===== config.mk =====
export PLATFORM = sky130hd
export DESIGN_NAME = tmds_encoder_nch
export DESIGN_NICKNAME = d
export VERILOG_FILES = /design/src/rtl/tmds_pkg.sv /design/src/rtl/tmds_channel_enc.sv /design/src/rtl/tmds_encoder_nch.sv
export SDC_FILE = /design/constraint.sdc
export NUM_CORES = 1
export LEC_CHECK = 0
export CORE_MARGIN = 4
export CORE_UTILIZATION = 45
export DETAILED_ROUTE_END_ITERATION = 10
export PLACE_DENSITY_LB_ADDON = 0.15
export SETUP_SLACK_MARGIN = 0.15
export SLEW_MARGIN = 20
export SYNTH_ARGS = -nofsm -noshare
export SYNTH_HDL_FRONTEND = slang
export SYNTH_SLANG_ARGS = --single-unit

===== constraint.sdc =====
create_clock -name i_clk -period 9.85 [get_ports i_clk]
set_input_delay 2.4625 -clock i_clk [delete_from_list [all_inputs] [get_ports i_clk]]
set_output_delay 2.4625 -clock i_clk [all_outputs]
set_load 0.005 [all_outputs]

===== src/rtl/tmds_pkg.sv =====
// rtl/tmds_pkg.sv - shared TMDS symbol constants, period codes and encode helpers
package tmds_pkg;

  // Control symbols indexed by {c1,c0}
  localparam logic [9:0] CTRL_CODE [4] = '{
    10'b1101010100,
    10'b0010101011,
    10'b0101010100,
    10'b1010101011
  };

  // Video leading guard band symbols, chosen by lane parity
  localparam logic [9:0] GB_EVEN = 10'b1011001100;
  localparam logic [9:0] GB_ODD  = 10'b0100110011;

  // Video preamble control values; lane 0 keeps its sync bits
  localparam logic [1:0] PRE_CTRL_LANE1 = 2'b01;
  localparam logic [1:0] PRE_CTRL_OTHER = 2'b00;

  // Period encoding seen on o_period
  localparam logic [1:0] P_CTRL = 2'd0;
  localparam logic [1:0] P_PRE  = 2'd1;
  localparam logic [1:0] P_GB   = 2'd2;
  localparam logic [1:0] P_VID  = 2'd3;

  function automatic logic [3:0] popcount8(input logic [7:0] d);
    logic [3:0] c;
    c = 4'd0;
    for (int i = 0; i < 8; i++) begin
      c = c + {3'b000, d[i]};
    end
    return c;
  endfunction

  // Transition-minimised word; bit 8 is 1 for the XOR path, 0 for XNOR
  function automatic logic [8:0] tmds_qm(input logic [7:0] d);
    logic [8:0] q;
    logic [3:0] n1;
    logic       use_xnor;
    n1       = popcount8(d);
    use_xnor = (n1 > 4'd4) || ((n1 == 4'd4) && !d[0]);
    q[0]     = d[0];
    for (int i = 1; i < 8; i++) begin
      q[i] = use_xnor ? ~(q[i-1] ^ d[i]) : (q[i-1] ^ d[i]);
    end
    q[8] = ~use_xnor;
    return q;
  endfunction

endpackage


===== src/rtl/tmds_channel_enc.sv =====
// rtl/tmds_channel_enc.sv - one TMDS lane: two-stage 8b/10b encoder with running disparity
module tmds_channel_enc
  import tmds_pkg::*;
(
  input  logic       i_clk,
  input  logic       i_rst_n,
  input  logic       i_de,
  input  logic [7:0] i_data,
  input  logic [1:0] i_ctrl,
  input  logic       i_gb_sel,
  input  logic [9:0] i_gb_code,
  output logic [9:0] o_tmds
);

  logic              de_q;
  logic [1:0]        ctrl_q;
  logic              gb_sel_q;
  logic [9:0]        gb_code_q;
  logic [8:0]        qm_q;

  logic signed [4:0] cnt_q;
  logic signed [4:0] cnt_d;
  logic [9:0]        sym_d;

  logic [3:0]        n1_qm;
  logic [3:0]        n0_qm;
  logic signed [5:0] bal;
  logic signed [5:0] cnt_ext;
  logic signed [5:0] cnt_nx;

  // Stage 1: build q_m and carry the side-band fields alongside it
  always_ff @(posedge i_clk or negedge i_rst_n) begin
    if (!i_rst_n) begin
      de_q      <= 1'b0;
      ctrl_q    <= 2'b00;
      gb_sel_q  <= 1'b0;
      gb_code_q <= 10'd0;
      qm_q      <= 9'd0;
    end else begin
      de_q      <= i_de;
      ctrl_q    <= i_ctrl;
      gb_sel_q  <= i_gb_sel;
      gb_code_q <= i_gb_code;
      qm_q      <= tmds_qm(i_data);
    end
  end

  // Stage 2 decision: DC balance against the running disparity; any non-video cycle clears it
  always_comb begin
    n1_qm   = popcount8(qm_q[7:0]);
    n0_qm   = 4'd8 - n1_qm;
    bal     = $signed({2'b00, n1_qm}) - $signed({2'b00, n0_qm});
    cnt_ext = {cnt_q[4], cnt_q};
    cnt_nx  = 6'sd0;
    sym_d   = CTRL_CODE[ctrl_q];
    if (gb_sel_q) begin
      sym_d = gb_code_q;
    end else if (de_q) begin
      if ((cnt_q == 5'sd0) || (n1_qm == n0_qm)) begin
        sym_d  = {~qm_q[8], qm_q[8], qm_q[8] ? qm_q[7:0] : ~qm_q[7:0]};
        cnt_nx = qm_q[8] ? (cnt_ext + bal) : (cnt_ext - bal);
      end else if (((cnt_q > 5'sd0) && (n1_qm > n0_qm)) ||
                   ((cnt_q < 5'sd0) && (n0_qm > n1_qm))) begin
        sym_d  = {1'b1, qm_q[8], ~qm_q[7:0]};
        cnt_nx = cnt_ext + (qm_q[8] ? 6'sd2 : 6'sd0) - bal;
      end else begin
        sym_d  = {1'b0, qm_q[8], qm_q[7:0]};
        cnt_nx = cnt_ext - (qm_q[8] ? 6'sd0 : 6'sd2) + bal;
      end
    end
    cnt_d = cnt_nx[4:0];
  end

  // Stage 2 registers: output symbol and disparity counter
  always_ff @(posedge i_clk or negedge i_rst_n) begin
    if (!i_rst_n) begin
      o_tmds <= CTRL_CODE[0];
      cnt_q  <= 5'sd0;
    end else begin
      o_tmds <= sym_d;
      cnt_q  <= cnt_d;
    end
  end

endmodule


===== src/rtl/tmds_encoder_nch.sv =====
// rtl/tmds_encoder_nch.sv - multi-lane TMDS encoder with optional HDMI preamble/guard band insertion
module tmds_encoder_nch
  import tmds_pkg::*;
#(
  parameter int CHANNELS  = 3,
  parameter int HDMI_MODE = 0,
  parameter int LOOKAHEAD = 10
) (
  input  logic                   i_clk,
  input  logic                   i_rst_n,
  input  logic                   i_de,
  input  logic [CHANNELS*8-1:0]  i_data,
  input  logic [CHANNELS*2-1:0]  i_ctrl,
  output logic [CHANNELS*10-1:0] o_tmds,
  output logic                   o_de,
  output logic [1:0]             o_period,
  output logic                   o_short_blank
);

  // Lookahead only exists in HDMI mode; DVI feeds the encoder directly
  localparam int LA = (HDMI_MODE != 0) ? LOOKAHEAD : 0;

  logic                  de_enc;
  logic [CHANNELS*8-1:0] data_enc;
  logic [CHANNELS*2-1:0] ctrl_enc;
  logic [1:0]            period_enc;
  logic                  short_enc;

  logic                  de_s1_q;
  logic [1:0]            period_s1_q;
  logic                  short_s1_q;

  if (LA > 0) begin : g_hdmi
    localparam int FW = $clog2(LA + 1);
    localparam int CW = $clog2(LA + 3);

    logic [LA-1:0]         de_sr_q;
    logic [CHANNELS*8-1:0] data_sr_q [LA];
    logic [CHANNELS*2-1:0] ctrl_sr_q [LA];
    logic [LA:0]           stream;
    logic                  gb_hit;
    logic                  pre_hit;
    logic [FW-1:0]         fill_q;
    logic                  filled;
    logic [CW-1:0]         low_cnt_q;
    logic                  seen_q;

    // Delay line; index j holds the input from j+1 cycles ago
    always_ff @(posedge i_clk or negedge i_rst_n) begin
      if (!i_rst_n) begin
        de_sr_q <= '0;
        for (int i = 0; i < LA; i++) begin
          data_sr_q[i] <= '0;
          ctrl_sr_q[i] <= '0;
        end
      end else begin
        de_sr_q[0]   <= i_de;
        data_sr_q[0] <= i_data;
        ctrl_sr_q[0] <= i_ctrl;
        for (int i = 1; i < LA; i++) begin
          de_sr_q[i]   <= de_sr_q[i-1];
          data_sr_q[i] <= data_sr_q[i-1];
          ctrl_sr_q[i] <= ctrl_sr_q[i-1];
        end
      end
    end

    // stream[LA-k] is de(t+k) relative to the encoder input at stream[LA]
    assign stream   = {de_sr_q, i_de};
    assign de_enc   = stream[LA];
    assign data_enc = data_sr_q[LA-1];
    assign filled   = (fill_q == FW'(LA));

    // Classify the encoder-input cycle; the nearest upcoming pixel decides guard band vs preamble.
    // Until the delay line holds post-reset data its de-low slots are filler, not a real gap.
    always_comb begin
      gb_hit  = 1'b0;
      pre_hit = 1'b0;
      for (int k = 1; k <= LA; k++) begin
        if (k <= 2) gb_hit  = gb_hit  | stream[LA-k];
        else        pre_hit = pre_hit | stream[LA-k];
      end
      if (de_enc)                 period_enc = P_VID;
      else if (filled && gb_hit)  period_enc = P_GB;
      else if (filled && pre_hit) period_enc = P_PRE;
      else                        period_enc = P_CTRL;
    end

    // Preamble forces lanes 1.. to the video-preamble control pattern
    always_comb begin
      ctrl_enc = ctrl_sr_q[LA-1];
      if (period_enc == P_PRE) begin
        for (int n = 1; n < CHANNELS; n++) begin
          ctrl_enc[2*n +: 2] = (n == 1) ? PRE_CTRL_LANE1 : PRE_CTRL_OTHER;
        end
      end
    end

    // Fill tracking, de-low run length and first-video tracking for the short-gap flag
    always_ff @(posedge i_clk or negedge i_rst_n) begin
      if (!i_rst_n) begin
        fill_q    <= '0;
        low_cnt_q <= '0;
        seen_q    <= 1'b0;
      end else begin
        if (!filled) fill_q <= fill_q + 1'b1;
        if (de_enc) begin
          low_cnt_q <= '0;
          seen_q    <= 1'b1;
        end else if (low_cnt_q != CW'(LA + 2)) begin
          low_cnt_q <= low_cnt_q + 1'b1;
        end
      end
    end

    assign short_enc = de_enc && seen_q && (low_cnt_q != '0) &&
                       (low_cnt_q <= CW'(LA + 1));
  end else begin : g_dvi
    assign de_enc     = i_de;
    assign data_enc   = i_data;
    assign ctrl_enc   = i_ctrl;
    assign period_enc = i_de ? P_VID : P_CTRL;
    assign short_enc  = 1'b0;
  end

  for (genvar n = 0; n < CHANNELS; n++) begin : g_lane
    tmds_channel_enc u_enc (
      .i_clk     (i_clk),
      .i_rst_n   (i_rst_n),
      .i_de      (de_enc),
      .i_data    (data_enc[8*n +: 8]),
      .i_ctrl    (ctrl_enc[2*n +: 2]),
      .i_gb_sel  (period_enc == P_GB),
      .i_gb_code ((n % 2 == 0) ? GB_EVEN : GB_ODD),
      .o_tmds    (o_tmds[10*n +: 10])
    );
  end

  // Side-band outputs follow the same two stages as the lane encoders
  always_ff @(posedge i_clk or negedge i_rst_n) begin
    if (!i_rst_n) begin
      de_s1_q       <= 1'b0;
      period_s1_q   <= P_CTRL;
      short_s1_q    <= 1'b0;
      o_de          <= 1'b0;
      o_period      <= P_CTRL;
      o_short_blank <= 1'b0;
    end else begin
      de_s1_q       <= de_enc;
      period_s1_q   <= period_enc;
      short_s1_q    <= short_enc;
      o_de          <= de_s1_q;
      o_period      <= period_s1_q;
      o_short_blank <= short_s1_q;
    end
  end

endmodule


==> flow_summary.yaml, run 1 <==
run_status:
  status: "finished, final reports clean"
drt:
  drt-total-wl_um: 12100
  drt_iter0_markers: 164
  drc: 0
  vias: 4212
  vias_per_cell: 4.88
  avgRoutedWirePerCell_um: 14.0
  drtPass1Iterations: 4
  drtAntennaViolNets: 0
synth:
  ys_warn_count: 0
  syn_nets: 757
  seq_area_frac_synth: 0.323
  ys_ff_latch: 80
  synthFlopType: "dfrtp_1"
  async_flop_share: 1.00
  synth_area_mm2: 0.00626
  ys_types: 59
  synth_area_per_cell_um2: 10.1
  syn_inst: 619
  synth_edf_count: 0
clock_tree:
  cts_buffer_depth: 2
  clock-sinks: 80
  postCtsHoldBufs: 0
  cts_tree: "done"
  root_buffer: "clkbuf_16"
  clkLatencyLatePin_ps: 350
  cts-resized-gates: 0
  htreeDepth: 3
  post_cts_buffers: 0
  cts_buffers: 9
  clkTransAtPathRegs_ps: 60
layout:
  fill_cells: 1233
  layout_commonest_cell: "inv_1"
  syn_to_final_growth_pct: 17.3
  drive_gt1_frac: 0.0670
  seqCellArea_mm2: 0.00202
  final_nets: 820
  mostFrequentLayoutCells: "inv_1, ha_1, dfrtp_1"
  n_antenna_cell: 0
  multi_input_area_mm2: 0.00376
setup_path:
  r2r_end: "g_lane[0].u_enc.cnt_q[4]$_DFF_PN0_"
  path_common_cell: "fa_1"
  crit_fanout: 5
  timing.rr.start: "g_lane[0].u_enc.qm_q[0]$_DFF_PN0_"
  slowest_delay_ps: 490
  cp_data_required_time_ps: 10080
  setup.worst_path.end_class: "flip-flop"
  worstPathArrival_ps: 6360
  crit_family: "adder cells"
  cp_cell_sequence: "clkdlybuf4s50_1 -> ha_1 -> inv_1 -> fa_1 -> fa_1 -> inv_1 -> fa_1 -> fa_1 -> nor3b_1 -> o21ai_0 -> a21oi_1 -> xnor2_1 -> xnor2_1"
  cp.buffers_inverters: 3
  reg2reg_depth: 18
  regToRegSetupSlack_ps: 4090
  crit_type: "input pin to flip-flop"
  cpMaxStageDelayCell: "fa_1"
  startpoint_type: "input pin"
floorplanning:
  die_area_mm2: 0.0159
  ios: 67
  die_h_um: 126
  die_w_um: 126
  rows: 42
  start_util: 0.465
  coreArea_mm2: 0.0135
sta:
  slew_viol_final: 0
  finClkSkew_ps: 8.08
  timing_hold_violations_final: 0
  min_period_over_period: 0.623
  slew_headroom: 0.366
  fmax_mhz: 163
  setup_viol: 0
  setup_tns_ps: 0
  period_minus_slack_ps: 6130
  tightest_slew_ps: 925
  rsz0062_at_grt: "false"
global_route:
  antenna_found_initial: 0
  grt_usage: 0.164
  grt_pass1_vias: 4583
  grt_max_degree: 81
  grt_first_pass_wirelength_um: 21100
  gr-total-overflow: 0
min_path:
  min_from: "g_lane[2].u_enc.cnt_q[0]$_DFF_PN0_"
  min_path_cells: 1
  holdCritPathClass: "flip-flop to flip-flop"
  hold_end: "g_lane[2].u_enc.cnt_q[0]$_DFF_PN0_"
placed_design:
  hpwlAfterDp_um: 9380
  io_buffers: 65
  place_congestion: 0.867
job:
  cap_violations: 0
-- synthesized netlist by cell type, types with 2 or more instances --
| library cell | number | area [µm²] |
|---|---|---|
| o21ai_1 | 10 | 50.1 |
| a211oi_1 | 6 | 45.0 |
| o31ai_1 | 2 | 15.0 |
| buf_4 | 5 | 37.5 |
| nor4_1 | 3 | 18.8 |
| nand3_1 | 7 | 35.0 |
| a221oi_1 | 3 | 26.3 |
| nand2b_1 | 9 | 56.3 |
| o21ai_0 | 12 | 60.1 |
| mux2i_1 | 10 | 100 |
| or3b_1 | 2 | 17.5 |
| nor3_1 | 7 | 35.0 |
| a31oi_1 | 4 | 25.0 |
| clkbuf_1 | 6 | 22.5 |
| a21o_1 | 28 | 210 |
| ha_1 | 66 | 826 |
| or3_1 | 2 | 12.5 |
| inv_1 | 105 | 394 |
| nor3b_1 | 7 | 52.6 |
| or2_2 | 4 | 25.0 |
| nand2_1 | 21 | 78.8 |
| fa_1 | 39 | 781 |
| o311ai_0 | 2 | 17.5 |
| dfrtp_1 | 65 | 1630 |
| xor2_1 | 18 | 158 |
| and2_1 | 4 | 25.0 |
| a21oi_1 | 28 | 140 |
| dfstp_2 | 15 | 394 |
| buf_2 | 2 | 10.0 |
| nor2b_1 | 5 | 31.3 |
| nor2_1 | 32 | 120 |
| xnor2_1 | 63 | 552 |
-- layout make-up --
| class | instances | share of cell area |
|---|---|---|
| Multi-Input combinational cell | 419 | 0.512 |
| Sequential cell | 80 | 0.275 |
| Timing Repair Buffer | 66 | 0.0898 |
| Inverter | 106 | 0.0544 |
| Clock buffer | 11 | 0.0331 |
| Tap cell | 176 | 0.0300 |
| Clock inverter | 5 | 0.00562 |
-- registers in the layout (all words and copies together) (netlist names) --
signal               flops
period_s1_q              1
g_lane.u_enc.ctrl_q      6
o_period                 1
g_lane.u_enc.cnt_q      15
g_lane.u_enc.o_tmds     30
g_lane.u_enc.qm_q       27
-- layer usage --
layer	track usage	vias to the layer above	share of wire
met2	0.287	65	0.51
li1	-	2123	-
met1	0.198	2004	0.44
met3	0.0313	20	0.031
met5	0	-	0
met4	0.0688	0	0.022
-- cells by family after synthesis --
kind of cell / Yosys count / synth area share
xor gates and xnor gates: 82 / 0.116
and+or+nand+nor: 108 / 0.0881
AOI/OAI and AO/OA: 110 / 0.118
muxes: 13 / 0.0218
adders and majority gates: 105 / 0.257
other: 1 / 0.000599
DFF: 80 / 0.323
buffers and inverters: 120 / 0.0767
-- stage by stage --
| step | instances | worst slack, ps | hold WS, ps | util | cell area (µm²) |
|---|---|---|---|---|---|
| 2_1_floorplan | 619 | 4140 | 352 | - | 6260 |
| 3_3_place_gp | 847 | 3540 | 476 | 0.524 | 7060 |
| 3_5_place_dp | 847 | 3350 | 479 | 0.524 | 7060 |
| 4_1_cts | 863 | 3710 | 495 | 0.546 | 7340 |
| 5_1_grt | 863 | 3470 | 532 | 0.546 | 7340 |
| 6_report | 863 | 3720 | 486 | 0.546 | 7340 |
-- worst max-delay path by stage --
stage          startpoint                                 to  depth (start not counted)
2_1_floorplan  i_data[16]  g_lane[2].u_enc.qm_q[7]$_DFF_PN0_                         12
3_5_place_dp   i_data[16]  g_lane[2].u_enc.qm_q[7]$_DFF_PN0_                         13
6_report       i_data[16]  g_lane[2].u_enc.qm_q[7]$_DFF_PN0_                         13
4_1_cts        i_data[16]  g_lane[2].u_enc.qm_q[7]$_DFF_PN0_                         13
3_3_place_gp   i_data[16]  g_lane[2].u_enc.qm_q[7]$_DFF_PN0_                         13
5_1_grt        i_data[16]  g_lane[2].u_enc.qm_q[7]$_DFF_PN0_                         13
Power of run 1 is left out: the tool's default activity adds up to more than one toggle a clock period on the data nets, which glitch-free logic cannot reach.
==> run 2, diff against run 1 <==
==> constraint.sdc (replaced) <==
create_clock -name i_clk -period 5.04 [get_ports i_clk]
set_input_delay 1.26 -clock i_clk [delete_from_list [all_inputs] [get_ports i_clk]]
set_output_delay 1.26 -clock i_clk [all_outputs]
set_load 0.005 [all_outputs]
==> flow_summary.yaml, run 2 (synthesized netlist as in run 1, its figures left out) <==
drt:
  drtAntennaViolNets: 0
  drtPass1Iterations: 4
  drt_iter0_markers: 118
  avgRoutedWirePerCell_um: 14.3
  drt-total-wl_um: 12900
  vias: 4424
  drc: 0
  vias_per_cell: 4.92
floorplanning:
  die_area_mm2: 0.0159
  ios: 67
  die_w_um: 126
  die_h_um: 126
  rows: 42
  coreArea_mm2: 0.0135
  start_util: 0.465
setup_path:
  worstPathArrival_ps: 5080
  cp_cell_sequence: "ha_1 -> inv_1 -> fa_1 -> fa_1 -> fa_2 -> fa_2 -> nand2_4 -> ha_4 -> nand2b_4 -> a21oi_4 -> a31oi_4 -> xor2_2 -> ha_4 -> a21oi_4 -> a21o_1 -> a221oi_2 -> or3_1 -> a41o_1"
  startpoint: "g_lane[0].u_enc.qm_q[1]$_DFF_PN0_"
  setup.worst_path.end_class: "flip-flop"
  timing.rr.start: "g_lane[0].u_enc.qm_q[1]$_DFF_PN0_"
  crit_type: "flip-flop to flip-flop"
  slowest_delay_ps: 570
  startpoint_type: "flip-flop"
  cp_data_required_time_ps: 5270
  cpMaxStageDelayCell: "fa_2"
  crit_fanout: 5
sta:
  holdWs_ps: 508
  min_period_over_period: 0.961
  setup_viol: 0
  rsz0062_at_grt: "true"
  worst_slack_ps: 196
  timing_hold_violations_final: 0
  tightest_slew_ps: 892
  finClkSkew_ps: 6.36
  slew_headroom: 0.405
  period_minus_slack_ps: 4840
  slew_viol_final: 0
  fmax_mhz: 206
layout:
  fill_cells: 1170
  mostFrequentLayoutCells: "inv_1, dfrtp_1, clkdlybuf4s50_1"
  n_antenna_cell: 0
  top_regs: "g_lane.u_enc.o_tmds (30), g_lane.u_enc.qm_q (27), g_lane.u_enc.cnt_q (15)"
  final_nets: 857
  layout_commonest_cell: "inv_1"
  multi_input_area_mm2: 0.00411
  syn_to_final_growth_pct: 28.0
  top_register: "g_lane.u_enc.o_tmds"
  largest_register_ff_count: 30
  seqCellArea_mm2: 0.00202
  stdcell_area_mm2: 0.00801
  drive_gt1_frac: 0.175
placed_design:
  io_buffers: 65
  hpwlAfterDp_um: 9800
  placed_area_mm2: 0.00727
  dp_slack_ps: -139
  place_congestion: 0.902
global_route:
  grtUsageMet2: 0.295
  use_met1: 0.204
  gr-total-overflow: 0
  grt_first_pass_wirelength_um: 21700
  grt_usage: 0.169
  busiest_layer: "met2"
  grt_max_degree: 81
  antenna_found_initial: 0
  grt_pass1_vias: 4722
  met3_usage: 0.0288
run_status:
  status: "finished, final reports clean"
clock_tree:
  htreeDepth: 3
  root_buffer: "clkbuf_16"
  cts_tree: "done"
  cts_buffer_depth: 2
  clkLatencyLatePin_ps: 340
  clock-sinks: 80
  clkTransAtPathRegs_ps: 60
  cts_buffers: 9
  postCtsHoldBufs: 0
job:
  cap_violations: 0
min_path:
  holdCritPathClass: "flip-flop to flip-flop"
  min_from: "g_lane[2].u_enc.cnt_q[0]$_DFF_PN0_"
-- run 2: cell types whose count changed in the layout (fill, tap and decap cells not counted), moves of 4 or more --
| cell | change |
|---|---|
| a21oi_1 | -11 |
| a21oi_2 | +8 |
| buf_4 | +34 |
| fa_1 | -6 |
| fa_2 | +6 |
| ha_1 | -7 |
| ha_4 | +7 |
| xnor2_1 | -4 |
-- run 2: path summary, 6_finish.rpt --
| check | depth (start not counted) | to | slack (ps) |
|---|---|---|---|
| min in group asynchronous | 1 | g_lane[2].u_enc.qm_q[1]$_DFF_PN0_ | 950 |
| min reg2reg | 1 | g_lane[2].u_enc.cnt_q[0]$_DFF_PN0_ | 510 |
| max in group asynchronous | 1 | g_lane[0].u_enc.cnt_q[1]$_DFF_PN0_ | 3610 |
| min | 1 | g_lane[2].u_enc.cnt_q[0]$_DFF_PN0_ | 510 |
| max | 18 | g_lane[0].u_enc.cnt_q[4]$_DFF_PN0_ | 200 |
| max reg2reg | 18 | g_lane[0].u_enc.cnt_q[4]$_DFF_PN0_ | 200 |
-- run 2: repair_timing --
| action | CTS | global route |
|---|---|---|
| endpoints found under the setup margin | 12 | 36 |
| resized for setup | 16 | 24 |
| gates cloned | 0 | 1 |
| pin swaps | 22 | 23 |
| endpoints found under the hold margin | 0 | 0 |
| buffers inserted | 13 | 9 |
-- run 2: per-stage QoR --
stage / cells / TNS, ps / util
CTS: 890 / 0 / 0.578
floorplan: 619 / 0 / -
global placement: 861 / -18.9 / 0.541
detailed placement: 861 / -645 / 0.541
global route: 900 / -11.5 / 0.596
finish: 900 / 0 / 0.596
-- run 2: critical path: cells and delay by family (launching register included) --
kind / cells / cell delay, ps
buffers and inverters: 1 / 50
AOI/OAI and AO/OA: 6 / 820
and+or+nand+nor: 3 / 480
adders and majority gates: 7 / 2720
DFF: 1 / 390
xor gates and xnor gates: 1 / 270
-- run 2: cell type report --
class / count / share of cell area
Multi-Input combinational cell: 420 / 0.513
Sequential cell: 80 / 0.252
Timing Repair Buffer: 102 / 0.118
Inverter: 106 / 0.0503
Clock buffer: 11 / 0.0290
Tap cell: 176 / 0.0275
Clock inverter: 5 / 0.0102
-- run 2: metal layers --
metal	share of wire	wire [µm]
met1	0.43	5590
met4	0.019	245
met3	0.026	331
met5	0	0
met2	0.52	6700
Power of run 2 is left out for the same reason.
